### src/rtl/pipe_pkg.sv
// Shared types and defaults for the CN1 pipeline hazard controller.
package pipe_pkg;

    // Controller FSM states
    typedef enum logic {
        ST_RUN  = 1'b0,
        ST_BUSY = 1'b1
    } state_t;

    localparam int unsigned REG_W_DEF = 5;
    localparam int unsigned CNT_W_DEF = 32;

    // Width of the MDU latency counter; at least one bit so that
    // MDU_LAT of 1 or 2 still elaborates a legal vector.
    function automatic int unsigned mdu_cnt_bits(input int unsigned lat);
        return (lat > 2) ? $clog2(lat) : 1;
    endfunction

endpackage

### src/rtl/pipe_hazard_ctrl_sat_counter.sv
// Saturating up-counter with synchronous active-low reset.
module sat_counter #(
    parameter int unsigned CNT_W = 32
) (
    input  logic             clock,
    input  logic             reset_n,
    input  logic             inc,
    output logic [CNT_W-1:0] count
);

    // Count up on inc, hold at all-ones
    always_ff @(posedge clock) begin
        if (!reset_n) begin
            count <= '0;
        end else if (inc && (count != '1)) begin
            count <= count + 1'b1;
        end
    end

endmodule

### src/rtl/pipe_hazard_ctrl.sv
// Pipeline control for the 5-stage CN1 pipeline: load-use stall, branch
// flush and multi-cycle MDU stall. Drives stage-register load/clear and PC.
// Optional feature: PIPE_HAZARD_CTRL_PERF_EN adds stall/flush perf counters.
module pipe_hazard_ctrl
    import pipe_pkg::*;
#(
    parameter int unsigned REG_W   = REG_W_DEF,
    parameter int unsigned MDU_LAT = 4,
    parameter int unsigned CNT_W   = CNT_W_DEF
) (
    input  logic             clock,
    input  logic             reset_n,
    input  logic [REG_W-1:0] id_rs,
    input  logic [REG_W-1:0] id_rt,
    input  logic             id_uses_rs,
    input  logic             id_uses_rt,
    input  logic             ex_memread,
    input  logic [REG_W-1:0] ex_rt,
    input  logic             ex_branch_taken,
    input  logic             ex_mdu_start,
    output logic             pc_load,
    output logic             if_id_load,
    output logic             if_id_clear,
    output logic             id_ex_load,
    output logic             id_ex_clear,
    output logic             ex_mem_load,
    output logic             ex_mem_clear,
    output logic             mdu_busy
`ifdef PIPE_HAZARD_CTRL_PERF_EN
    ,
    output logic [CNT_W-1:0] stall_cnt,
    output logic [CNT_W-1:0] flush_cnt
`endif
);

    localparam int unsigned CNT_BITS = mdu_cnt_bits(MDU_LAT);

    if (MDU_LAT < 1) begin : g_bad_lat
        $error("pipe_hazard_ctrl: MDU_LAT must be >= 1");
    end
    if (CNT_W < 1) begin : g_bad_cnt_w
        $error("pipe_hazard_ctrl: CNT_W must be >= 1");
    end

    state_t              state;
    state_t              state_next;
    logic [CNT_BITS-1:0] cnt;
    logic [CNT_BITS-1:0] cnt_next;

    logic load_use;
    logic mdu_take;

    // Load-use hazard: load in EX writes a nonzero reg that the ID instr reads
    always_comb begin
        load_use = ex_memread && (ex_rt != '0) &&
                   ((id_uses_rs && (ex_rt == id_rs)) ||
                    (id_uses_rt && (ex_rt == id_rt)));
        mdu_take = ex_mdu_start && (MDU_LAT > 1);
    end

    // State and latency counter register
    always_ff @(posedge clock) begin
        if (!reset_n) begin
            state <= ST_RUN;
            cnt   <= '0;
        end else begin
            state <= state_next;
            cnt   <= cnt_next;
        end
    end

    // Next-state logic.
    // The start cycle is itself a stall cycle, so BUSY lasts MDU_LAT-2 cycles:
    // cnt is loaded with MDU_LAT-2 and BUSY exits on the edge where the
    // decremented count reaches 0, leaving cnt at 0 in RUN. MDU_LAT=2 needs
    // only the start-cycle stall and never enters BUSY.
    always_comb begin
        state_next = state;
        cnt_next   = cnt;
        unique case (state)
            ST_RUN: begin
                if (!ex_branch_taken && ex_mdu_start && (MDU_LAT > 2)) begin
                    state_next = ST_BUSY;
                    cnt_next   = CNT_BITS'(MDU_LAT - 2);
                end
            end
            ST_BUSY: begin
                cnt_next = cnt - 1'b1;
                if (cnt <= CNT_BITS'(1)) begin
                    state_next = ST_RUN;
                    cnt_next   = '0;
                end
            end
            default: begin
                state_next = ST_RUN;
                cnt_next   = '0;
            end
        endcase
    end

    // Output decode: reset > BUSY > branch > MDU start > load-use > run
    always_comb begin
        pc_load      = 1'b1;
        if_id_load   = 1'b1;
        if_id_clear  = 1'b0;
        id_ex_load   = 1'b1;
        id_ex_clear  = 1'b0;
        ex_mem_load  = 1'b1;
        ex_mem_clear = 1'b0;
        mdu_busy     = 1'b0;
        if (!reset_n) begin
            pc_load      = 1'b0;
            if_id_load   = 1'b0;
            if_id_clear  = 1'b1;
            id_ex_load   = 1'b0;
            id_ex_clear  = 1'b1;
            ex_mem_load  = 1'b0;
            ex_mem_clear = 1'b1;
        end else if (state == ST_BUSY) begin
            pc_load      = 1'b0;
            if_id_load   = 1'b0;
            id_ex_load   = 1'b0;
            ex_mem_load  = 1'b0;
            ex_mem_clear = 1'b1;
            mdu_busy     = 1'b1;
        end else if (ex_branch_taken) begin
            if_id_load   = 1'b0;
            if_id_clear  = 1'b1;
            id_ex_load   = 1'b0;
            id_ex_clear  = 1'b1;
        end else if (mdu_take) begin
            pc_load      = 1'b0;
            if_id_load   = 1'b0;
            id_ex_load   = 1'b0;
            ex_mem_load  = 1'b0;
            ex_mem_clear = 1'b1;
        end else if (load_use) begin
            pc_load      = 1'b0;
            if_id_load   = 1'b0;
            id_ex_load   = 1'b0;
            id_ex_clear  = 1'b1;
        end
    end

`ifdef PIPE_HAZARD_CTRL_PERF_EN
    logic stall_inc;
    logic flush_inc;

    // Perf event strobes, suppressed during reset
    always_comb begin
        stall_inc = reset_n && !pc_load;
        flush_inc = reset_n && (state == ST_RUN) && ex_branch_taken;
    end

    sat_counter #(.CNT_W(CNT_W)) u_stall_cnt (
        .clock   (clock),
        .reset_n (reset_n),
        .inc     (stall_inc),
        .count   (stall_cnt)
    );

    sat_counter #(.CNT_W(CNT_W)) u_flush_cnt (
        .clock   (clock),
        .reset_n (reset_n),
        .inc     (flush_inc),
        .count   (flush_cnt)
    );
`endif

endmodule

### config.mk
export PLATFORM = sky130hd
export DESIGN_NAME = pipe_hazard_ctrl
export DESIGN_NICKNAME = d
export VERILOG_FILES = /design/src/rtl/pipe_pkg.sv /design/src/rtl/pipe_hazard_ctrl_sat_counter.sv /design/src/rtl/pipe_hazard_ctrl.sv
export SDC_FILE = /design/constraint.sdc
export NUM_CORES = 1
export LEC_CHECK = 0
export ABC_CLOCK_PERIOD_IN_PS = 1900
export CAP_MARGIN = 10
export CORE_AREA = 2 2 39 41
export DETAILED_ROUTE_END_ITERATION = 10
export DIE_AREA = 0 0 41 43
export PLACE_DENSITY = 0.67
export SLEW_MARGIN = 30
export SYNTH_ARGS = -nofsm -noshare
export SYNTH_HDL_FRONTEND = slang
export SYNTH_SLANG_ARGS = --single-unit
### constraint.sdc
create_clock -name clock -period 1.9 [get_ports clock]
set_input_delay 0.38 -clock clock [delete_from_list [all_inputs] [get_ports clock]]
set_output_delay 0.38 -clock clock [all_outputs]
set_load 0.03 [all_outputs]
# Word-level counts from Yosys, hierarchy flattened
# Cells that the tools add are included.
op_classes:
  add_sub_neg: 1
  order_cmp: 1
  n_eq_ne: 3
  muxes: 32
  bitwise: 1
  reduce_logical: 8
ops:
  columns: ["operator", "count"]
  rows:
  - ["1-bit 2-to-1 mux", 28]
  - ["5-bit equality test", 2]
  - ["1-bit logical AND", 5]
  - ["5-bit nonzero test", 1]
  - ["2-bit 2-to-1 mux", 2]
  - ["2-bit one-hot mux with 2 select lines", 1]
  - ["2-bit by 1-bit <= comparator with 1-bit output, second input constant", 1]
  - ["2-bit inequality test, second input constant", 1]
  - ["1-bit one-hot mux with 2 select lines", 1]
  - ["2-bit by 1-bit subtractor with 2-bit output, second input constant", 1]
  - ["1-bit zero test", 1]
  - ["1-bit logical OR", 1]
  - ["1-bit NOT", 1]
word_totals:
  register_bits: 3
  output_inout_bits: 8
  word_cells: 48

# Longest topological paths before layout
logic_depth:
  depth_word: 9
  ltp_mapped: 5

# Worst setup path before layout
# OpenSTA, ideal clock, no wires.
synth_timing:
  path_kind: "input -> output"
  from: "in ex_rt[1]"
  to: "out if_id_load"
  arrival_time_ns: 1.895
  required_ns: 1.520
  slack_ns: -0.375
  stages: 5
  path_cell_list: "or4_1 > o21ai_1 > inv_1 > a21oi_1 > buf_4"
synth_via:
  elab_chain_len: 9
synth_lines:
  columns: ["item", "line", "source"]
  rows:
  - ["start, declared", "pipe_hazard_ctrl.sv:18", "input logic [REG_W-1:0] ex_rt,"]
  - ["5-bit equality test, on equally long branches", "pipe_hazard_ctrl.sv:56, pipe_hazard_ctrl.sv:57", null]
  - ["1-bit logical AND, on equally long branches", "pipe_hazard_ctrl.sv:56, pipe_hazard_ctrl.sv:57", null]
  - ["1-bit logical OR", "pipe_hazard_ctrl.sv:56", "((id_uses_rs && (ex_rt == id_rs)) ||"]
  - ["1-bit logical AND (*)", "pipe_hazard_ctrl.sv:55", "load_use = ex_memread && (ex_rt != '0) &&"]
  - ["1-bit 2-to-1 mux (*) (5 in series)", null, null]
  - ["end, declared", "pipe_hazard_ctrl.sv:22", "output logic if_id_load,"]
# Every way passes the cells marked *; elsewhere a longest branch is shown, timed or not.

# Worst setup path in the final report
layout_timing:
  from: "in ex_rt[2]"
  to: "out pc_load"
layout_via:
  elab_chain_len: 9
layout_lines:
  columns: ["item", "line", "source"]
  rows:
  - ["5-bit equality test, on equally long branches", "pipe_hazard_ctrl.sv:56, pipe_hazard_ctrl.sv:57", null]
  - ["1-bit logical AND, on equally long branches", "pipe_hazard_ctrl.sv:56, pipe_hazard_ctrl.sv:57", null]
  - ["1-bit logical OR", "pipe_hazard_ctrl.sv:56", null]
  - ["1-bit logical AND (*)", "pipe_hazard_ctrl.sv:55", null]
  - ["1-bit 2-to-1 mux (*)", "pipe_hazard_ctrl.sv:137", "end else if (load_use) begin"]
  - ["1-bit 2-to-1 mux (*)", "pipe_hazard_ctrl.sv:131", "end else if (mdu_take) begin"]
  - ["1-bit 2-to-1 mux (*)", "pipe_hazard_ctrl.sv:126", "end else if (ex_branch_taken) begin"]
  - ["1-bit 2-to-1 mux (*)", "pipe_hazard_ctrl.sv:119", "end else if (state == ST_BUSY) begin"]
  - ["1-bit 2-to-1 mux (*)", "pipe_hazard_ctrl.sv:111", "if (!reset_n) begin"]
  - ["end, declared", "pipe_hazard_ctrl.sv:21", "output logic pc_load,"]
# Marked as above.

==> impl_metrics.ini <==
[worst_setup_path]
path_cells = buf_6, or4_1, o21ai_1, inv_1, buf_6, a31oi_4, buf_6
worst_setup_path_end_kind = output port
path_max_fanout = 2
worst_ep_arrival_time_ns = 1.61
start_kind = input pin
required_ns = 1.52
critPathMostFrequentCell = buf_6
criticalPathCategory = in -> out
slowest_stage = or4_1
cpPeakStageDelay_ns = 0.51

[run_status]
outcome = finished with violations
violations = setup timing

[global_route]
grt_max_degree = 7
antenna_found_initial = 0
gr-total-overflow = 0
grt_first_pass_wirelength_um = 1590
grt_pass1_vias = 439
grt_usage_pct = 12.7

[floorplanning]
die_x_um = 41
die_h_um = 43
initial_core_util_pct = 21.8
fp.dieArea_um2 = 1760
core_um2 = 1380
io_pins = 30
rows = 14

[place]
place_area_um2 = 687
dp_hpwl_um = 831
globalplace.congestion = 0.775
port_buffers = 29

[clock_tree]
cts_sinks = 3
path_clk_slew_ns = 0.04
cts_tree = built
numCtsBuffers = 3
cts_setup_buffers = 0
clk-insertion-delay-late_ns = 0.23
clk_path_buf_depth = 2
cts_max_level = 1
root_buffer = clkbuf_4

[sta]
rsz0062_at_grt = yes
finalHoldViolations = 0
setup_violations = 4
fin_crit_ns = 1.99
period_share_pct = 105
whs_ns = 0.468
fin_ws_ns = -0.0879
worst_slew_pin_slew_ns = 0.166
finalMaxSlewViolations = 0
max-slew-margin-rel_pct = 88.8
max_freq_ghz = 0.503
skew_ns = 0.00397

[logic_synthesis]
synth_edf_count = 0
synth_cell_types = 18
yosysMostFrequentCell = xnor2_1
avgSynthCellArea_um2 = 7.35
synth_commonest_cells = xnor2_1 (10), inv_1 (4), nand2_1 (4), nand3_1 (4), dfxtp_1 (3)
ys.warnings.count = 0
synth_flop_cell = dfxtp_1
synth_area_leader_cell = xnor2_1
ys_seq_area_share_pct = 19.9
synth.area.top_cells = xnor2_1 (29%), dfxtp_1 (20%), nand3_1 (6.6%), a21boi_0 (5.0%), inv_1 (5.0%)
synth_top_area_share_pct = 29.0
synthesis.nets = 63
ys_seq_elements = 3
netlist_instances = 41
synth_area_um2 = 302
ys_async_sr_fraction_pct = 0

[route]
via_per_inst = 4.44
firstDrtPassIters = 2
wl_um = 961
detail-route-antenna-nets = 0
num_vias = 440
route.detailed.drc = 0
wire_per_inst_um = 9.71
drt_iter0_markers = 2

[layout]
final_area_um2 = 741
drive_gt1_share_pct = 36.1
register_area_um2 = 60.1
fin_nets = 106
area_growth_pct = 146
nFillCells = 146
multi_input_area_um2 = 264
n_antenna_cell = 0

[flow_run]
drv_cap = 0

[power_and_ir_drop]
power_density_nw_per_um2 = 453
p_leak_nw = 0.317
vdd_ir_drop_max_v = 0.000233

[min_path]
hp-class = reg -> reg
metal layers:
layer,wire length (um),vias to the layer above,part of all wire (%),GRT usage [%]
met1,328,185,34,13.3
met5,0,-,0,0
met3,109,0,11,3.66
met4,0,0,0,2.00
met2,523,28,54,23.4
li1,-,227,-,-
final timing paths:
kind,cells after the start,slack (ns),to,startpoint
setup / recovery,7,-0.09,pc_load,ex_rt[2]
hold / removal,1,0.47,cnt[0]$_SDFFE_PN0P_,cnt[0]$_SDFFE_PN0P_
setup reg to reg,5,0.90,cnt[0]$_SDFFE_PN0P_,state$_SDFF_PN0_
hold reg to reg,1,0.47,cnt[0]$_SDFFE_PN0P_,cnt[0]$_SDFFE_PN0P_
sequential cells by signal (all words and copies together), names as in the netlist:
register  flops
cnt           2
state         1
final cells by class:
| type | count | area share [%] |
|---|---|---|
| Sequential cell | 3 | 8.11 |
| Timing Repair Buffer | 39 | 48.0 |
| Multi-Input combinational cell | 33 | 35.6 |
| Inverter | 4 | 2.03 |
| Tap cell | 16 | 2.70 |
| Clock buffer | 4 | 3.55 |
where the power goes:
group / leakage, nW / switching, W / internal, W
Sequential: 0.0245 / 0.00000244 / 0.0000663
Clock: 0.0150 / 0.0000336 / 0.0000787
Combinational: 0.278 / 0.0000676 / 0.0000872
Total: 0.317 / 0.000104 / 0.000232
stage by stage:
stage	worst slack [ns]	setup TNS [ns]	utilization, %	total power (W)	instances
finish	-0.0879	-0.276	53.5	0.000336	99
global route	-0.141	-0.496	53.5	0.000361	99
CTS	-0.0981	-0.318	53.5	0.000342	100
detailed placement	-0.813	-2.26	49.6	0.000222	96
global placement	-0.795	-2.20	49.6	0.000221	96
floorplan	-0.0669	-0.0669	-	0.000132	41
cells in the final DEF (no fill, tap or decap), drive strengths merged:
| master | Yosys | layout |
|---|---|---|
| dlygate4sd2 | 0 | 10 |
| nand3 | 4 | 4 |
| nand4 | 2 | 2 |
| dfxtp | 3 | 3 |
| a31oi | 1 | 1 |
| o21ai | 3 | 3 |
| mux2i | 1 | 1 |
| a21oi | 1 | 1 |
| clkdlybuf4s50 | 0 | 7 |
| nand2 | 4 | 4 |
| a21boi | 2 | 2 |
| o22ai | 1 | 1 |
| nor2 | 1 | 1 |
| clkbuf | 0 | 4 |
| inv | 4 | 4 |
| buf | 1 | 22 |
| or4 | 1 | 1 |
| and2 | 1 | 1 |
| a31o | 1 | 1 |
| xnor2 | 10 | 10 |
what timing repair did:
item                                   CTS  global route
resized for setup                       45             2
setup endpoints to repair                5             6
hold buffers                             0             0
pin swaps                               15             2
endpoints found under the hold margin    0             0
cloned                                   0             0
worst max-delay path: cells and delay by family:
| kind | cells | cell delay, ns |
|---|---|---|
| AND/OR/NAND/NOR | 1 | 0.51 |
| AO/OA/AOI/OAI | 2 | 0.28 |
| buffers and inverters | 4 | 0.44 |
kinds of logic (layout without fill, tap and decap cells):
| logic type | count (synthesis) | in the layout | share of synthesized area, % |
|---|---|---|---|
| multiplexers | 1 | 1 | 3.32 |
| AO/OA/AOI/OAI | 9 | 9 | 18.7 |
| XOR/XNOR | 10 | 10 | 29.0 |
| buffers and inverters | 5 | 47 | 7.47 |
| AND/OR/NAND/NOR | 13 | 13 | 21.6 |
| flip-flops | 3 | 3 | 19.9 |
No activity file was read; power rests on OpenSTA's default activity.
